===== config.mk =====
export PLATFORM = sky130hd
export DESIGN_NAME = step_sequencer
export DESIGN_NICKNAME = d
export VERILOG_FILES = /design/src/rtl/rocket_seq_pkg.sv /design/src/rtl/step_sequencer_lrclk_tick.sv /design/src/rtl/step_sequencer.sv
export SDC_FILE = /design/constraint.sdc
export NUM_CORES = 1
export LEC_CHECK = 0
export ABC_AREA = 0
export CAP_MARGIN = 30
export CORE_MARGIN = 2
export CORE_UTILIZATION = 60
export DETAILED_ROUTE_END_ITERATION = 10
export PLACE_DENSITY_LB_ADDON = 0.25
export SLEW_MARGIN = 20
export SYNTH_ARGS = -nofsm -noshare
export SYNTH_HDL_FRONTEND = slang
export SYNTH_SLANG_ARGS = --single-unit
export TNS_END_PERCENT = 30

===== constraint.sdc =====
create_clock -name clk -period 6 [get_ports clk]
set_clock_uncertainty 0.05 [all_clocks]
set_input_delay 1.8 -clock clk [delete_from_list [all_inputs] [get_ports clk]]
set_output_delay 1.8 -clock clk [all_outputs]
set_load 0.05 [all_outputs]

===== src/rtl/rocket_seq_pkg.sv =====
// rocket_seq_pkg
//   Shared definitions for the pattern step sequencer.
//   - Sequencer state encoding (localparams plus the enum built on them).
//   - Pattern entry layout: {gate, tie, freq}; bit positions derive from FREQ_BITS.
//   - addr_bits(): pattern index width for a given pattern depth.
//   No ports; imported by step_sequencer.

package rocket_seq_pkg;

  localparam logic [2:0] ENC_STOPPED = 3'd0;
  localparam logic [2:0] ENC_ARMED   = 3'd1;
  localparam logic [2:0] ENC_GATE_HI = 3'd2;
  localparam logic [2:0] ENC_GATE_LO = 3'd3;
  localparam logic [2:0] ENC_RETRIG  = 3'd4;

  typedef enum logic [2:0] {
    STOPPED = ENC_STOPPED,
    ARMED   = ENC_ARMED,
    GATE_HI = ENC_GATE_HI,
    GATE_LO = ENC_GATE_LO,
    RETRIG  = ENC_RETRIG
  } seq_state_t;

  // Entry field offsets: freq occupies [FREQ_BITS-1:0], then tie, then gate.
  function automatic int gate_bit(input int freq_bits);
    return freq_bits + 1;
  endfunction

  function automatic int tie_bit(input int freq_bits);
    return freq_bits;
  endfunction

  // Width of a pattern index; a one-entry pattern still needs one bit.
  function automatic int addr_bits(input int steps);
    return (steps > 1) ? $clog2(steps) : 1;
  endfunction

endpackage


===== src/rtl/step_sequencer_lrclk_tick.sv =====
// lrclk_tick
//   Turns the asynchronous DACLRC into a one-clk sample tick in the clk domain.
//   Two-flop synchroniser, then a rising-edge detector with a registered output,
//   so tick pulses three clk edges after lrclk rises.
// Ports
//   clk    in   system clock
//   rst    in   synchronous reset, active high
//   lrclk  in   DACLRC, asynchronous to clk
//   tick   out  one-clk pulse per lrclk rising edge

module lrclk_tick (
  input  logic clk,
  input  logic rst,
  input  logic lrclk,
  output logic tick
);

  logic sync_1;
  logic sync_2;
  logic sync_prev;

  always_ff @(posedge clk) begin
    if (rst) begin
      sync_1    <= 1'b0;
      sync_2    <= 1'b0;
      sync_prev <= 1'b0;
      tick      <= 1'b0;
    end else begin
      sync_1    <= lrclk;
      sync_2    <= sync_1;
      sync_prev <= sync_2;
      tick      <= sync_2 & ~sync_prev;
    end
  end

endmodule


===== src/rtl/step_sequencer.sv =====
// step_sequencer
//   Plays a stored note pattern into the voice datapath at a sample-counted
//   tempo. Each step presents a frequency word and drives the envelope gate.
//   Optional feature macro: SWING_STEP_EN adds the swing port; even steps are
//   lengthened and odd steps shortened by the swing amount.
// Ports
//   clk, rst              system clock, synchronous active-high reset
//   lrclk                 DACLRC; each rising edge is one sample tick
//   start / stop          playback control pulses (stop wins)
//   wr_en/wr_addr/wr_data pattern write port, entry = {gate, tie, freq}
//   sps                   samples per step (0 behaves as 1)
//   gate_len              samples the gate stays high within a step
//   loop_end              last step index before wrapping to 0
//   swing                 swing samples (SWING_STEP_EN builds only)
//   freq, gate            current frequency word and envelope gate
//   step, step_strobe     current step index and one-clk step-start pulse
//   running               high while playing

module step_sequencer
  import rocket_seq_pkg::*;
#(
  parameter int STEPS     = 16,
  parameter int FREQ_BITS = 16,
  parameter int CNT_BITS  = 16,
  localparam int ADDR_BITS = addr_bits(STEPS)
) (
  input  logic                 clk,
  input  logic                 rst,
  input  logic                 lrclk,
  input  logic                 start,
  input  logic                 stop,
  input  logic                 wr_en,
  input  logic [ADDR_BITS-1:0] wr_addr,
  input  logic [FREQ_BITS+1:0] wr_data,
  input  logic [CNT_BITS-1:0]  sps,
  input  logic [CNT_BITS-1:0]  gate_len,
  input  logic [ADDR_BITS-1:0] loop_end,
`ifdef SWING_STEP_EN
  input  logic [7:0]           swing,
`endif
  output logic [FREQ_BITS-1:0] freq,
  output logic                 gate,
  output logic [ADDR_BITS-1:0] step,
  output logic                 step_strobe,
  output logic                 running
);

  localparam int GATE_BIT = gate_bit(FREQ_BITS);
  localparam int TIE_BIT  = tie_bit(FREQ_BITS);
  localparam int LEN_BITS = CNT_BITS + 1;

  seq_state_t state;
  seq_state_t state_next;
  seq_state_t start_state;

  logic                 tick;
  logic [FREQ_BITS+1:0] pattern_mem [STEPS];
  logic [FREQ_BITS+1:0] entry;
  logic [CNT_BITS-1:0]  tick_cnt;
  logic [CNT_BITS-1:0]  cnt_next;
  logic [LEN_BITS-1:0]  step_len;
  logic [LEN_BITS-1:0]  new_len;
  logic [CNT_BITS-1:0]  gate_len_s;
  logic [CNT_BITS-1:0]  sps_eff;
  logic [ADDR_BITS-1:0] load_idx;
  logic                 boundary;
  logic                 load;

  lrclk_tick u_tick (
    .clk   (clk),
    .rst   (rst),
    .lrclk (lrclk),
    .tick  (tick)
  );

  always_ff @(posedge clk) begin
    if (wr_en) begin
      pattern_mem[wr_addr] <= wr_data;
    end
  end

  // Step timing. The tick counter saturates instead of wrapping, and the
  // step length carries one extra bit so sps plus swing cannot overflow.
  // A step ends on the tick that brings the count up to the step length.
  // Indexes cannot exceed STEPS-1, so comparing against loop_end already
  // clamps it; >= also wraps a step left beyond a lowered loop_end.
  always_comb begin
    cnt_next = (tick_cnt == {CNT_BITS{1'b1}}) ? tick_cnt : tick_cnt + CNT_BITS'(1);
    boundary = tick && ({1'b0, cnt_next} >= step_len);
    load_idx = ((state == ARMED) || (step >= loop_end)) ? '0 : step + ADDR_BITS'(1);
    entry    = pattern_mem[load_idx];
    sps_eff  = (sps == '0) ? CNT_BITS'(1) : sps;
`ifdef SWING_STEP_EN
    if (!load_idx[0]) begin
      new_len = {1'b0, sps_eff} + LEN_BITS'(swing);
    end else if ({1'b0, sps_eff} > LEN_BITS'(swing)) begin
      new_len = {1'b0, sps_eff} - LEN_BITS'(swing);
    end else begin
      new_len = LEN_BITS'(1);
    end
`else
    new_len = {1'b0, sps_eff};
`endif
  end

  // Where a freshly loaded step begins. A tied entry keeps a sounding gate
  // high (legato); an untied one re-attacks through a one-tick gap.
  always_comb begin
    start_state = GATE_LO;
    if (entry[GATE_BIT] && (gate_len != '0)) begin
      if ((state == GATE_HI) && !entry[TIE_BIT]) begin
        start_state = RETRIG;
      end else begin
        start_state = GATE_HI;
      end
    end
  end

  // Next-state logic. stop beats start, and both beat anything tick-driven.
  // A step boundary takes priority over the gate-length timeout.
  always_comb begin
    state_next = state;
    load       = 1'b0;
    if (stop) begin
      state_next = STOPPED;
    end else if (start) begin
      state_next = ARMED;
    end else begin
      case (state)
        ARMED: begin
          if (tick) begin
            load       = 1'b1;
            state_next = start_state;
          end
        end
        GATE_HI: begin
          if (boundary) begin
            load       = 1'b1;
            state_next = start_state;
          end else if (tick && (cnt_next >= gate_len_s)) begin
            state_next = GATE_LO;
          end
        end
        GATE_LO: begin
          if (boundary) begin
            load       = 1'b1;
            state_next = start_state;
          end
        end
        RETRIG: begin
          if (boundary) begin
            load       = 1'b1;
            state_next = start_state;
          end else if (tick) begin
            state_next = (cnt_next < gate_len_s) ? GATE_HI : GATE_LO;
          end
        end
        default: begin
          state_next = state;
        end
      endcase
    end
  end

  // State register and step datapath. The entry, sps and gate_len are all
  // captured at step start; freq is left alone by stop so a release tail
  // keeps its pitch.
  always_ff @(posedge clk) begin
    if (rst) begin
      state       <= STOPPED;
      freq        <= '0;
      gate        <= 1'b0;
      step        <= '0;
      step_strobe <= 1'b0;
      running     <= 1'b0;
      tick_cnt    <= '0;
      step_len    <= LEN_BITS'(1);
      gate_len_s  <= '0;
    end else begin
      state       <= state_next;
      gate        <= (state_next == GATE_HI);
      running     <= (state_next != STOPPED);
      step_strobe <= load;
      if (stop || start) begin
        step <= '0;
      end else if (load) begin
        step       <= load_idx;
        freq       <= entry[FREQ_BITS-1:0];
        tick_cnt   <= '0;
        step_len   <= new_len;
        gate_len_s <= gate_len;
      end else if (tick) begin
        tick_cnt <= cnt_next;
      end
    end
  end

endmodule


* After elaboration in Yosys (flattened, before gate mapping)
Memory sizes are Yosys's and may differ from the RTL's. Cells that the tools add are included.
Storage, ports and cells: register bits 78, latch bits 0, memory bits (writable) 288, memory bits (read-only) 0, output and inout port bits 23, memories kept 1
Memories:
- pattern_mem | depth 16, bits a word 18, rd ports 1, clocked after Yosys merged registers in 0, write ports 1, RTL line step_sequencer.sv:57 | logic [FREQ_BITS+1:0] pattern_mem [STEPS];
Operators by class: $add $sub $neg 2, multiply operators 0, div/mod/pow operators 0, order comparisons 4, equality and inequality tests 6, shift operators 0, mux-type cells 24, bitwise operators 3, reduce and logical (&&, ||, !) cells 15
Operator list (count):
- $mux W16 | 4
- $ge A16 B16 Y1 | 2
- $mux W3 | 10
- $add A16 B1 Y16 const B | 1
- $eq A16 B16 Y1 const B | 1
- $logic_not A16 Y1 | 1
- $lt A16 B16 Y1 | 1
- $reduce_bool A16 Y1 | 1
- $pmux W3 S4 | 1
- $eq A3 B2 Y1 const B | 3
- $mux W1 | 7
- $add A4 B1 Y4 const B | 1
- $ge A4 B4 Y1 | 1
- $logic_and A1 B1 Y1 | 4
- $mux W4 | 1
- $reduce_and A2 Y1 | 2
- $eq A3 B1 Y1 const B | 1
- $eq A3 B3 Y1 const B | 1
- $reduce_bool A3 Y1 | 1
- $reduce_or A3 Y1 | 1
- $logic_or A1 B1 Y1 | 2
- $not A1 Y1 | 2
- $pmux W1 S2 | 1
- $reduce_bool A2 Y1 | 1
- 3 further kinds | 3

* Depth between registers and ports, before layout
Gate-level depths: netlist of the first run. An unclocked memory read counts as a cell.
depth in word-level cells 13, depth in mapped cells 22, depth with buffers taken out 17

* Hierarchy
A second synthesis of the first run with hierarchy kept.
Unflattened totals: cell total of the unflattened synthesis 1154, area total of the unflattened synthesis 15541.2 um^2
Modules (own cells, without submodules):
- step_sequencer | times used 1, cells each 1146, area an instance 15429.8 um^2, sequential area each 10129.7 um^2
- lrclk_tick | times used 1, cells each 8, area an instance 111.4 um^2, sequential area each 80.1 um^2

* Worst setup path before layout of the first run
Ideal clock, no wire load.
path type flip-flop to flip-flop, start point register tick_cnt[0], end point register gate_len_s[14], library setup time 0.071 ns, arrival time 4.132 ns, data required time 5.879 ns, slack 1.747 ns, stages on the path, launching flop included 23, buffers on the path 5, period minus slack after synthesis 4.253 ns, cell sequence dfxtp_1 -> ha_1 -> and3_1 -> nand4_1 -> or3_1 -> buf_2 -> and4_1 -> clkbuf_1 -> nand2_1 -> nor2_1 -> xor2_1 -> ha_1 -> nand4_1 -> a211oi_1 -> o41ai_1 -> a21oi_1 -> a211o_1 -> and2_1 -> clkbuf_1 -> buf_2 -> buf_1 -> nand2_1 -> a21oi_1
Between the ends: word-level cells in the longest chain between the ends 9, elaborated cells between the ends (all ways) 10, those cells by class 1 x add/sub; 1 x order compare; 1 x eq/ne; 5 x mux; 2 x reduce/logical
Ends and longest elaborated chain:
- start, declared | RTL line step_sequencer.sv:59 | logic [CNT_BITS-1:0] tick_cnt;
- start signal, assigned | RTL line step_sequencer.sv:193 | tick_cnt <= cnt_next;
- $add A16 B1 Y16 or $eq A16 B16 Y1 (tied branches) | RTL line step_sequencer.sv:88 | cnt_next = (tick_cnt == {CNT_BITS{1'b1}}) ? tick_cnt : tick_cnt + CNT_BITS'(1);
- $mux W16 (*) | RTL line step_sequencer.sv:88
- $ge A16 B16 Y1 (*) | RTL line step_sequencer.sv:89 | boundary = tick && ({1'b0, cnt_next} >= step_len);
- $logic_and A1 B1 Y1 (*) | RTL line step_sequencer.sv:89
- $mux W1 (*) | RTL line step_sequencer.sv:137, step_sequencer.sv:145, step_sequencer.sv:151
- $pmux W1 S2 (*) | RTL line step_sequencer.sv:129 | case (state)
- $mux W1 (*) | RTL line step_sequencer.sv:126 | end else if (start) begin
- $mux W1 (*) | RTL line step_sequencer.sv:124 | if (stop) begin
- $reduce_and A2 Y1 (no source line) (*)
- end signal, assigned | RTL line step_sequencer.sv:191 | gate_len_s <= gate_len;
- end, declared | RTL line step_sequencer.sv:63 | logic [CNT_BITS-1:0] gate_len_s;
Mark *: on every way between the ends. The rest lies on a longest branch, timed or not. A chain may end at the register's enable or synchronous reset.

* Final worst setup path of the first run
start point register tick_cnt[0], end point register freq[0]
Between the ends: word-level cells in the longest chain between the ends 9, elaborated cells between the ends (all ways) 10, those cells by class 1 x add/sub; 1 x order compare; 1 x eq/ne; 5 x mux; 2 x reduce/logical
Ends and longest elaborated chain:
- $add A16 B1 Y16 or $eq A16 B16 Y1 (tied branches) | RTL line step_sequencer.sv:88
- $mux W16 (*) | RTL line step_sequencer.sv:88
- $ge A16 B16 Y1 (*) | RTL line step_sequencer.sv:89
- $logic_and A1 B1 Y1 (*) | RTL line step_sequencer.sv:89
- $mux W1 (*) | RTL line step_sequencer.sv:137, step_sequencer.sv:145, step_sequencer.sv:151
- $pmux W1 S2 (*) | RTL line step_sequencer.sv:129
- $mux W1 (*) | RTL line step_sequencer.sv:126
- $mux W1 (*) | RTL line step_sequencer.sv:124
- $reduce_and A2 Y1 (no source line) (*)
- end signal, assigned | RTL line step_sequencer.sv:188 | freq <= entry[FREQ_BITS-1:0];
- end, declared | RTL line step_sequencer.sv:41 | output logic [FREQ_BITS-1:0] freq,
Marks and branches as above.

==> results.md, run 1 <==
* Placer Congestion at 0.909
* Initial antenna violation count at 0
* Crit path DAT at 5.46 ns
* Maximum vdd ir drop at 246 uV
* Post-CTS Hold Fix Bufs at 0
* Post-Synthesis Cells at 1219
* DRT iter0 DRCs at 1212
* TritonCTS clock tree: done
* Fin Setup TNS at 0 ns
* Synth top area share at 55.6%
* # rows at 58
* Post-synth EDFFs at 288
* Synth Net Count at 1321
* Power Density at 288 nW/um^2
* Die area at 27200 sq um
* Vias at 10.4k
* Cts repair resizes at 0
* Max FO, Critical Path at 33
* Unrepaired setup endpoints after global routing: no
* Tcrit/Tclk final at 85.0%
* Crit path kind: flip-flop to flip-flop
* Die width at 165 um
* Seq cells post-synth at 366
* Vias in the first global route at 9986
* Startpoint Class: flip-flop
* Rel. slew slack at 48.4%
* Congestion Overflow GR at 0
* Top area cells in the synthesized netlist: edfxtp_1 (56%), dfxtp_1 (10%), nand2_1 (5.4%), ha_1 (3.1%), mux4_2 (2.7%)
* Hold Crit Class: flip-flop to flip-flop
* Starting Density at 61.5%
* ANT nets after route at 0
* Wire length per cell at 22.4 um
* CP Capture Type: flip-flop
* Residual DRC at 0
* Post-Route WL at 37400 um
* Final hold viol count at 0
* Outcome: complete, no violations
* Met3 Wirelength at 3290 um
* Wl on met1 at 15400 um
* Yosys warning count at 0
* Ys flop type: edfxtp_1
* Antenna cells at 0
* Post-CTS Setup Inserts at 0
* Sequential element share of the synthesized area at 65.6%
* CTS Buffer Depth at 3
* IO Pins at 87
* Final min period at 5.10 ns
* Slew @ Worst Pin at 0.774 ns
* H-tree lvl count at 2
* Top Metal Used: met4
* Worst-Skew Late Latency at 0.52 ns
* CTS clk-pin slew, worst paths at 0.06 ns
* Max-slew violations at 0
* IO buf count at 86
* Fraction of registers with async set/reset at 0%
* First-pass GRT wire length at 56300 um
* Routed length on met2 at 17700 um
* Cell area after layout at 18000 sq um
* Mapped Avg Cell Area at 12.8 sq um
* Vias/cell at 6.23
* Netlist cell types at 65
* Area leader, netlist: edfxtp_1
* First-pass detailed-route iteration total at 5
* DP Wirelength at 22300 um
* GRT Overall Usage at 27.8%
* CTS Sinks at 366
* Largest net degree at the start of global routing at 83
* Leakage power at 6.06 nW
* Layout cells sized above 1 at 11.8%
* Max Fclk at 196 MHz
* Chip height at 165 um
* Final #Nets at 1413
* Area of placed instances at 16800 sq um
* Endpoints failing setup at 0
* Area growth from synthesis to layout at 15.7%
* Num CTS Buffers at 37
* Cell at the root of the clock tree: clkbuf_16
* Worst path required time at 6.37 ns
* Post-Syn Area at 15600 sq um
* Core ar. at 25300 sq um
* Max-cap viol count at 0
synth_stat cells (3+ instances only):
library cell  instances
buf_12                3
nor3_1               10
nand2b_1              8
ha_1                 38
edfxtp_1            288
a211oi_2             11
inv_1                40
nand2_1             226
clkbuf_1             34
a21o_1                4
a221oi_1             16
buf_2                15
and4_1                3
a211oi_1             13
xnor2_1              12
nand4_1              10
dfxtp_1              78
nor2_1               66
xor2_1                9
a21oi_1              74
a31oi_1              33
nor4_1                7
mux4_2               19
and3_1               36
a311oi_1              3
o21a_1                4
nand3_1              12
or3_1                 5
buf_1                 8
mux2_2               18
o21ai_0              30
nor2b_1               5
mux2i_1              37
flip-flops by register name, indices dropped and copies added (netlist names):
signal            count
pattern_mem         288
freq                 16
gate_len_s           16
step_len             16
tick_cnt             16
step                  4
state                 3
gate                  1
running               1
step_strobe           1
u_tick.sync_1         1
u_tick.sync_2         1
u_tick.sync_prev      1
u_tick.tick           1
layout make-up:
class,instances,area [sq um]
clock buffer,55,1070
clock inverter,11,92.6
fill,1658,7310
inverter,40,150
multi-input combinational,749,4950
sequential,366,10200
tap,330,413
timing repair buffer,117,1130
stage by stage:
stage	cells	hold WS, ns	worst slack, ns	util, %	total power, mW
3_5_place_dp	1602	0.338	0.824	66.5	3.03
4_1_cts	1668	0.348	0.965	71.1	5.20
3_3_place_gp	1602	0.326	0.932	66.5	3.02
5_1_grt	1668	0.356	0.567	71.1	5.31
2_1_floorplan	1219	0.317	1.75	-	2.91
6_report	1668	0.346	0.903	71.1	5.19
cells in the final DEF, fill, tap and decap left out, types with 28 or more instances in the layout:
master / netlist / layout
ha_1: 38 / 38
clkbuf_16: 0 / 38
and3_1: 36 / 36
inv_1: 40 / 40
nor2_1: 66 / 57
clkdlybuf4s50_1: 0 / 85
a31oi_1: 33 / 33
dfxtp_1: 78 / 78
nand2_1: 226 / 226
o21ai_0: 30 / 30
buf_4: 2 / 28
edfxtp_1: 288 / 288
a21oi_1: 74 / 74
mux2i_1: 37 / 37
power by group:
group	internal, mW	total (mW)	switching (mW)
registers	2.78	2.79	0.0116
clock network	1.28	2.20	0.920
logic	0.0725	0.192	0.120
worst max-delay path, stage by stage, from the launching register on:
cell and delay [ns]:
dfxtp_1 0.43, ha_1 0.20, and3_1 0.21, nand4_1 0.23, or3_1 0.58, and4_1 0.33
nand2_1 0.13, nor2_1 0.06, xor2_1 0.16, ha_1 0.31, nand4_1 0.12, a211oi_1 0.24
o41ai_1 0.12, a21oi_1 0.19, a211o_1 0.29, and2_2 0.60, buf_4 0.36, nor2_1 0.09
a211oi_1 0.26
logic make-up (layout without fill, tap and decap cells):
logic type	count (synthesis)	count (layout)	synth area share (%)
compound gates	212	212	8.97
xor+xnor	21	21	1.18
fa+ha+maj	38	38	3.05
buf+inv	104	223	3.09
flops	366	366	65.6
mux	74	74	6.43
simple gates	404	404	11.7
worst paths after layout:
kind / to / cells after the start / slack [ns] / from
min: u_tick.tick / 1 / 0.35 / u_tick.sync_prev
max: freq[0] / 18 / 0.90 / tick_cnt[0]
max reg2reg: freq[0] / 18 / 0.90 / tick_cnt[0]
min reg2reg: u_tick.tick / 1 / 0.35 / u_tick.sync_prev
per-layer routing:
layer	vias up	GRT usage, %
met5	-	0
met4	0	8.14
met3	79	3.87
met2	527	44.6
met1	5099	40.0
li1	4693	-
Note: power is estimated with default switching activity, not from simulation.
==> inputs of run 2 (changes only) <==
==> constraint.sdc (replaced) <==
create_clock -name clk -period 4.9 [get_ports clk]
set_clock_uncertainty 0.05 [all_clocks]
set_input_delay 1.47 -clock clk [delete_from_list [all_inputs] [get_ports clk]]
set_output_delay 1.47 -clock clk [all_outputs]
set_load 0.05 [all_outputs]
==> run 2 against run 1 <==
Via count down 1.1%; highest routed layer unchanged; clock power up 26%; critical endpoint is now freq[10]; worst hold slack worse by 0.015 ns; largest cell class unchanged; register-to-register slack worse by 0.60 ns.
==> results.md, run 2 (synthesis results as in run 1) <==
* Endpoints failing setup at 0 (unchanged)
* Crit path DAT at 4.97 ns (-0.49 ns)
* First-pass GRT wire length at 57000 um (+1.2%)
* Cells after DPL at 1607 (+0.31%)
* P_sw at 1.30 mW (+24%)
* Antenna cells at 0 (unchanged)
* Die width at 165 um (unchanged)
* IO buf count at 86 (unchanged)
* GRT Overall Usage at 28.1% (+0.36 points)
* Post-CTS Setup Inserts at 0 (unchanged)
* Area growth from synthesis to layout at 16.4%
* TritonCTS clock tree: done
* Hold Crit Class: flip-flop to flip-flop
* Switching portion of total power at 20.2% (-0.075 points)
* Slowest stage cell, crit path: dfxtp_1
* Tcrit/Tclk final at 93.8% (+8.9 points)
* R2r setup slk at 0.30 ns (-0.60 ns)
* Critical path cell sequence: ha_1 > and3_1 > nand4_1 > or3_1 > and4_1 > nand2_1 > nor2_1 > xor2_1 > ha_1 > nand4_1 > a211oi_1 > o41ai_1 > a21oi_1 > a211o_1 > and2_2 > buf_6 > nor2_1 > a211oi_2
* CTS Buffer Depth at 3 (unchanged)
* Cell at the root of the clock tree: clkbuf_16
* Core ar. at 25300 sq um (unchanged)
* Worst-Skew Late Latency at 0.52 ns (about the same)
* Vias at 10.3k (-1.1%)
* Starting Density at 61.5% (unchanged)
* Post-Route WL at 37700 um (+0.89%)
* Fillers at 1690 (+1.9%)
* Largest register FFs at 288 (unchanged)
* Max FO, Critical Path at 36 (+9.1%)
* Worst path required time at 5.27 ns (-1.10 ns)
* Worst R2R Path Depth at 18 (unchanged)
* Power Density at 355 nW/um^2 (+23%)
* Final std cells w/o fill at 1674 (+0.36%)
* Unrepaired setup endpoints after global routing: no
* Outcome: complete, no violations
* H-tree lvl count at 2 (unchanged)
* DRT iter0 DRCs at 1163 (-4.0%)
* Gate power share at 3.7% (about the same)
* Max Fclk at 217 MHz (+11%)
* Placer Congestion at 0.888 (-2.3%)
* Worst r2r src: tick_cnt[0]
* Part of the power in registers at 53.1% (-0.7 points)
* Hold Path End: u_tick.tick
* Worst path max stage delay at 0.43 ns (-0.17 ns)
* First-pass detailed-route iteration total at 6 (+1)
* Vias/cell at 6.14 (-1.5%)
* Final min period at 4.60 ns (-0.499 ns)
* Fin Setup TNS at 0 ns (unchanged)
* Leakage power at 6.12 nW (+0.88%)
* Rel. slew slack at 49.4% (+0.98 points)
* CTS clk-pin slew, worst paths at 0.06 ns (about the same)
* Clock share of power at 43.2% (+0.7 points)
* Largest net degree at the start of global routing at 65 (-22%)
* Most frequent cells in the layout: edfxtp_1 (288), nand2_1 (225), clkdlybuf4s50_1 (85)
* Initial antenna violation count at 0 (unchanged)
* Min-Delay Startpoint: u_tick.sync_prev
* Chip height at 165 um (unchanged)
* Max-slew violations at 0 (unchanged)
* Final hold viol count at 0 (unchanged)
* Slew @ Worst Pin at 0.760 ns (-0.0147 ns)
* Congestion Overflow GR at 0 (unchanged)
* Wire length per cell at 22.5 um (+0.53%)
* Biggest register: pattern_mem
* # rows at 58 (unchanged)
* Commonest non-fill, non-tap cell in the layout: edfxtp_1
* CTS Sinks at 366 (unchanged)
* IO Pins at 87 (unchanged)
* Final #Nets at 1418 (+0.35%)
* ANT nets after route at 0 (unchanged)
* Critical R2R Capture: freq[10]
* Max-cap viol count at 0 (unchanged)
* Residual DRC at 0 (unchanged)
* Num CTS Buffers at 37 (unchanged)
* Layout cells sized above 1 at 12.4% (+0.62 points)
* Die area at 27200 sq um (unchanged)
* CP Capture Type: flip-flop
* Crit path kind: flip-flop to flip-flop
* Startpoint Class: flip-flop
* Vias in the first global route at 10.2k (+2.0%)
* DP Wirelength at 22600 um (+0.99%)
* Int Pwr at 5.13 mW (+24%)
* Maximum vdd ir drop at 290 uV (+18%)
* WHS Path Cells at 1 (unchanged)
-- run 2: timing repair --
item | CTS | global route
endpoints found under the setup margin | 0 | 52
hold buffers | 0 | 0
resized for setup | 0 | 3
-- run 2: how the worst max path moves through the flow --
stage | from | end | depth (start not counted)
4_1_cts | tick_cnt[0] | tick_cnt[3] | 17
6_report | tick_cnt[0] | freq[10] | 18
3_3_place_gp | loop_end[1] | freq[9] | 12
3_5_place_dp | loop_end[1] | freq[10] | 12
5_1_grt | tick_cnt[0] | freq[3] | 18
2_1_floorplan | tick_cnt[0] | gate_len_s[14] | 22
-- run 2: critical path: cells and delay by family (launching register included) --
kind / cells / cell delay (ns)
compound gates: 5 / 1.26
buf+inv: 1 / 0.31
simple gates: 9 / 1.73
fa+ha+maj: 2 / 0.51
flops: 1 / 0.43
xor+xnor: 1 / 0.17
-- run 2: metal layers --
layer / part of all wire (%) / up-vias / track usage, %
met4: 2.6 / 0 / 9.33
li1: - / 4703 / -
met5: 0 / - / 0
met3: 8.4 / 82 / 4.65
met2: 48 / 489 / 45.2
met1: 41 / 5007 / 39.6
-- run 2: through the flow --
| stage | cell area (sq um) | power, mW | setup WS (ns) | hold slack, ns | utilization (%) |
|---|---|---|---|---|---|
| 2_1_floorplan | 15600 | 3.57 | 0.647 | 0.317 | - |
| 3_3_place_gp | 16900 | 3.70 | 0.371 | 0.322 | 66.7 |
| 3_5_place_dp | 16900 | 3.71 | 0.244 | 0.325 | 66.7 |
| 4_1_cts | 18100 | 6.45 | 0.224 | 0.332 | 71.5 |
| 5_1_grt | 18100 | 6.60 | 0.0142 | 0.350 | 71.5 |
| 6_report | 18100 | 6.43 | 0.302 | 0.330 | 71.5 |
-- run 2: power by group through the flow --
stage	logic [mW]	clock network (mW)	registers (mW)
floorplan	0.0913	0	3.48
global placement	0.228	0	3.48
detailed placement	0.232	0	3.48
CTS	0.235	2.80	3.41
global route	0.254	2.93	3.42
finish	0.237	2.78	3.41
-- run 2: cell type report --
class	instances	area [sq um]	area share (%)
clock buffers	47	1020	5.66
repair buffers	122	1180	6.51
flip-flops and latches	366	10200	56.4
multi-input cells	749	4950	27.4
inverters	40	150	0.829
clock inverters	20	183	1.01
well taps	330	413	2.28
==> inputs of run 3 (changes only) <==
--- a/config.mk
+++ b/config.mk
@@ -14,5 +14,6 @@
 export SLEW_MARGIN = 20
 export SYNTH_ARGS = -nofsm -noshare
 export SYNTH_HDL_FRONTEND = slang
+export SYNTH_HIERARCHICAL = 1
 export SYNTH_SLANG_ARGS = --single-unit
 export TNS_END_PERCENT = 30
==> run 3 against run 2 <==
Count of clock-buffer cells in the layout rose by 6; routed wire length grew 0.22%; clock power grew 7%; worst setup slack gained 0.042 ns; final area is 1.4% higher; sequential power about the same; synthesized cell count decreased by 5.3%; critical path type unchanged; largest cell class unchanged; largest power group unchanged; highest routed layer unchanged.
==> results.md, run 3 <==
* Initial antenna violation count at 0 (unchanged)
* Maximum vdd ir drop at 292 uV (+0.59%)
* CTS Sinks at 366 (unchanged)
* IO Pins at 87 (unchanged)
* Area leader, netlist: edfxtp_1
* Max-cap viol count at 0 (unchanged)
* Unrepaired setup endpoints after global routing: no
* Cell at the root of the clock tree: clkbuf_16
* Most frequent cells in the layout: edfxtp_1 (288), mux2i_1 (113), nand2_1 (101)
* TritonCTS clock tree: done
* Max-slew violations at 0 (unchanged)
* IO buf count at 86 (unchanged)
* # rows at 58 (unchanged)
* Met3 Wirelength at 2550 um (-19%)
* Final min period at 4.56 ns (-0.0420 ns)
* CP Capture Type: flip-flop
* H-tree lvl count at 2 (unchanged)
* Post-Syn Area at 15500 sq um (-0.16%)
* Routed length on met2 at 18500 um (+1.8%)
* Hold Crit Class: flip-flop to flip-flop
* Max FO, Critical Path at 55 (+53%)
* WHS at 0.354 ns (+0.0233 ns)
* CTS clk-pin slew, worst paths at 0.06 ns (about the same)
* First-pass detailed-route iteration total at 6 (unchanged)
* Mapped Avg Cell Area at 13.5 sq um (+5.5%)
* Endpoints failing setup at 0 (unchanged)
* Commonest non-fill, non-tap cell in the layout: edfxtp_1
* ANT nets after route at 0 (unchanged)
* Congestion Overflow GR at 0 (unchanged)
* Max Fclk at 219 MHz (+0.92%)
* Critical path cell sequence: ha_1 > nand2_1 > or3_1 > o31a_1 > nand3_1 > xnor2_1 > ha_1 > a22o_1 > o41ai_1 > a211oi_2 > o31a_2 > buf_12 > a211oi_1
* Post-Synthesis Cells at 1154 (-5.3%)
* Vias/cell at 6.36 (+3.5%)
* Total Power at 6.63 mW (+3.1%)
* Tcrit/Tclk final at 93.0% (-0.86 points)
* Worst path required time at 5.29 ns (+0.02 ns)
* Largest net degree at the start of global routing at 73 (+12%)
* Post-synth EDFFs at 288 (unchanged)
* Worst path max stage delay at 0.61 ns (+0.18 ns)
* Fraction of registers with async set/reset at 0% (unchanged)
* Wl on met1 at 15300 um (-0.95%)
* Fin Setup TNS at 0 ns (unchanged)
* Slew @ Worst Pin at 0.741 ns (-0.0190 ns)
* Post-CTS Setup Inserts at 0 (unchanged)
* Final #Nets at 1369 (-3.5%)
* Vias in the first global route at 10.1k (-0.38%)
* Layout cells sized above 1 at 11.8% (-0.63 points)
* CTS Buffer Depth at 3 (unchanged)
* Leakage power at 6.03 nW (-1.4%)
* Synth top area share at 55.6% (+0.089 points)
* Residual DRC at 0 (unchanged)
* Die area at 27200 sq um (-0.16%)
* Top Metal Used: met4
* Area growth from synthesis to layout at 18.2%
* Top area cells in the synthesized netlist: edfxtp_1 (56%), dfxtp_1 (10%), mux2i_1 (7.3%), ha_1 (3.1%), a211oi_1 (2.7%)
* DRT iter0 DRCs at 1030 (-11%)
* Startpoint Class: flip-flop
* Synth Net Count at 1256 (-4.9%)
* Antenna cells at 0 (unchanged)
* Synth cell count leaders: edfxtp_1 (288), mux2i_1 (113), nand2_1 (101)
* Final hold viol count at 0 (unchanged)
* Netlist cell types at 62 (-4.6%)
* Chip height at 165 um (about the same)
* Placer Congestion at 0.877 (-1.2%)
* Seq cells post-synth at 366 (unchanged)
* Rel. slew slack at 50.0% (+0.62 points)
* Starting Density at 61.4% (-0.099 points)
* Crit-path most repeated cell: ha_1
* Largest register FFs at 288 (unchanged)
* Biggest register: pattern_mem
* DP Wirelength at 24000 um (+6.5%)
* Post-Route WL at 37800 um (+0.22%)
* Vias at 10.3k (+0.58%)
* Worst-Skew Late Latency at 0.54 ns (+0.02 ns)
* Outcome: complete, no violations
* Yosys warning count at 6 (+6)
* Core ar. at 25300 sq um (unchanged)
* Count leader, synth: edfxtp_1
* First-pass GRT wire length at 56900 um (-0.13%)
* Crit path DAT at 4.94 ns (-0.03 ns)
* GRT Overall Usage at 28.3% (+0.15 points)
* Num CTS Buffers at 38 (+2.7%)
* Sequential element share of the synthesized area at 65.7% (+0.11 points)
* Die width at 165 um (about the same)
* Slowest stage cell, crit path: o41ai_1
* Wire length per cell at 23.2 um (+3.1%)
* Crit path kind: flip-flop to flip-flop
* Ys flop type: edfxtp_1
* Power Density at 361 nW/um^2 (+1.7%)
==> run 3: metrics by stage <==
step           util (%)  setup slack [ns]  std cells  area [sq um]
2_1_floorplan         -             0.895       1154         15500
3_3_place_gp       67.3             0.421       1557         17000
3_5_place_dp       67.3             0.305       1557         17000
4_1_cts            72.5             0.394       1627         18400
5_1_grt            72.5            0.0884       1627         18400
6_report           72.5             0.344       1627         18400
==> run 3: final cells by class <==
| cell class | count | area [sq um] |
|---|---|---|
| timing repair buffer | 137 | 1300 |
| fill | 1636 | 6960 |
| multi-input combinational | 681 | 4970 |
| sequential | 366 | 10200 |
| tap | 330 | 413 |
| clock buffer | 53 | 1100 |
| clock inverter | 17 | 211 |
| inverter | 43 | 161 |
==> run 3: final timing paths <==
check	slack [ns]	start	cells after the start	to
setup / recovery	0.34	tick_cnt[0]	13	freq[5]
hold / removal	0.35	u_tick/sync_prev	1	u_tick/tick
setup reg to reg	0.34	tick_cnt[0]	13	freq[5]
hold reg to reg	0.35	u_tick/sync_prev	1	u_tick/tick
==> run 3: report_power, final <==
| part | internal [mW] | switching, mW |
|---|---|---|
| Combinational | 0.0965 | 0.152 |
| Sequential | 3.40 | 0.0147 |
| Clock | 1.79 | 1.18 |
==> run 3: cells by family after synthesis <==
logic type	Yosys count	share of synthesized area, %
mux	121	8.15
xor+xnor	24	1.35
simple gates	267	8.32
flops	366	65.7
buf+inv	107	3.04
fa+ha+maj	38	3.06
compound gates	231	10.4
==> run 3: worst max-delay path, delay by kind of cell (launching register included) <==
family / cells / cell delay (ns)
AOI/OAI and AO/OA: 6 / 2.25
xor gates and xnor gates: 1 / 0.26
adders and majority gates: 2 / 0.59
buffers and inverters: 1 / 0.19
DFF: 1 / 0.43
and+or+nand+nor: 3 / 0.65
==> run 3: repair_timing <==
| action | 4_1_cts | 5_1_grt |
|---|---|---|
| hold buffers | 0 | 0 |
| endpoints found under the setup margin | 0 | 15 |
| gates resized for setup | 0 | 2 |
==> run 3: per-layer routing <==
metal,vias to the layer above,GRT usage (%)
li1,4675,-
met1,5087,36.7
met2,479,47.1
met3,100,4.62
met4,0,12.8
met5,-,0
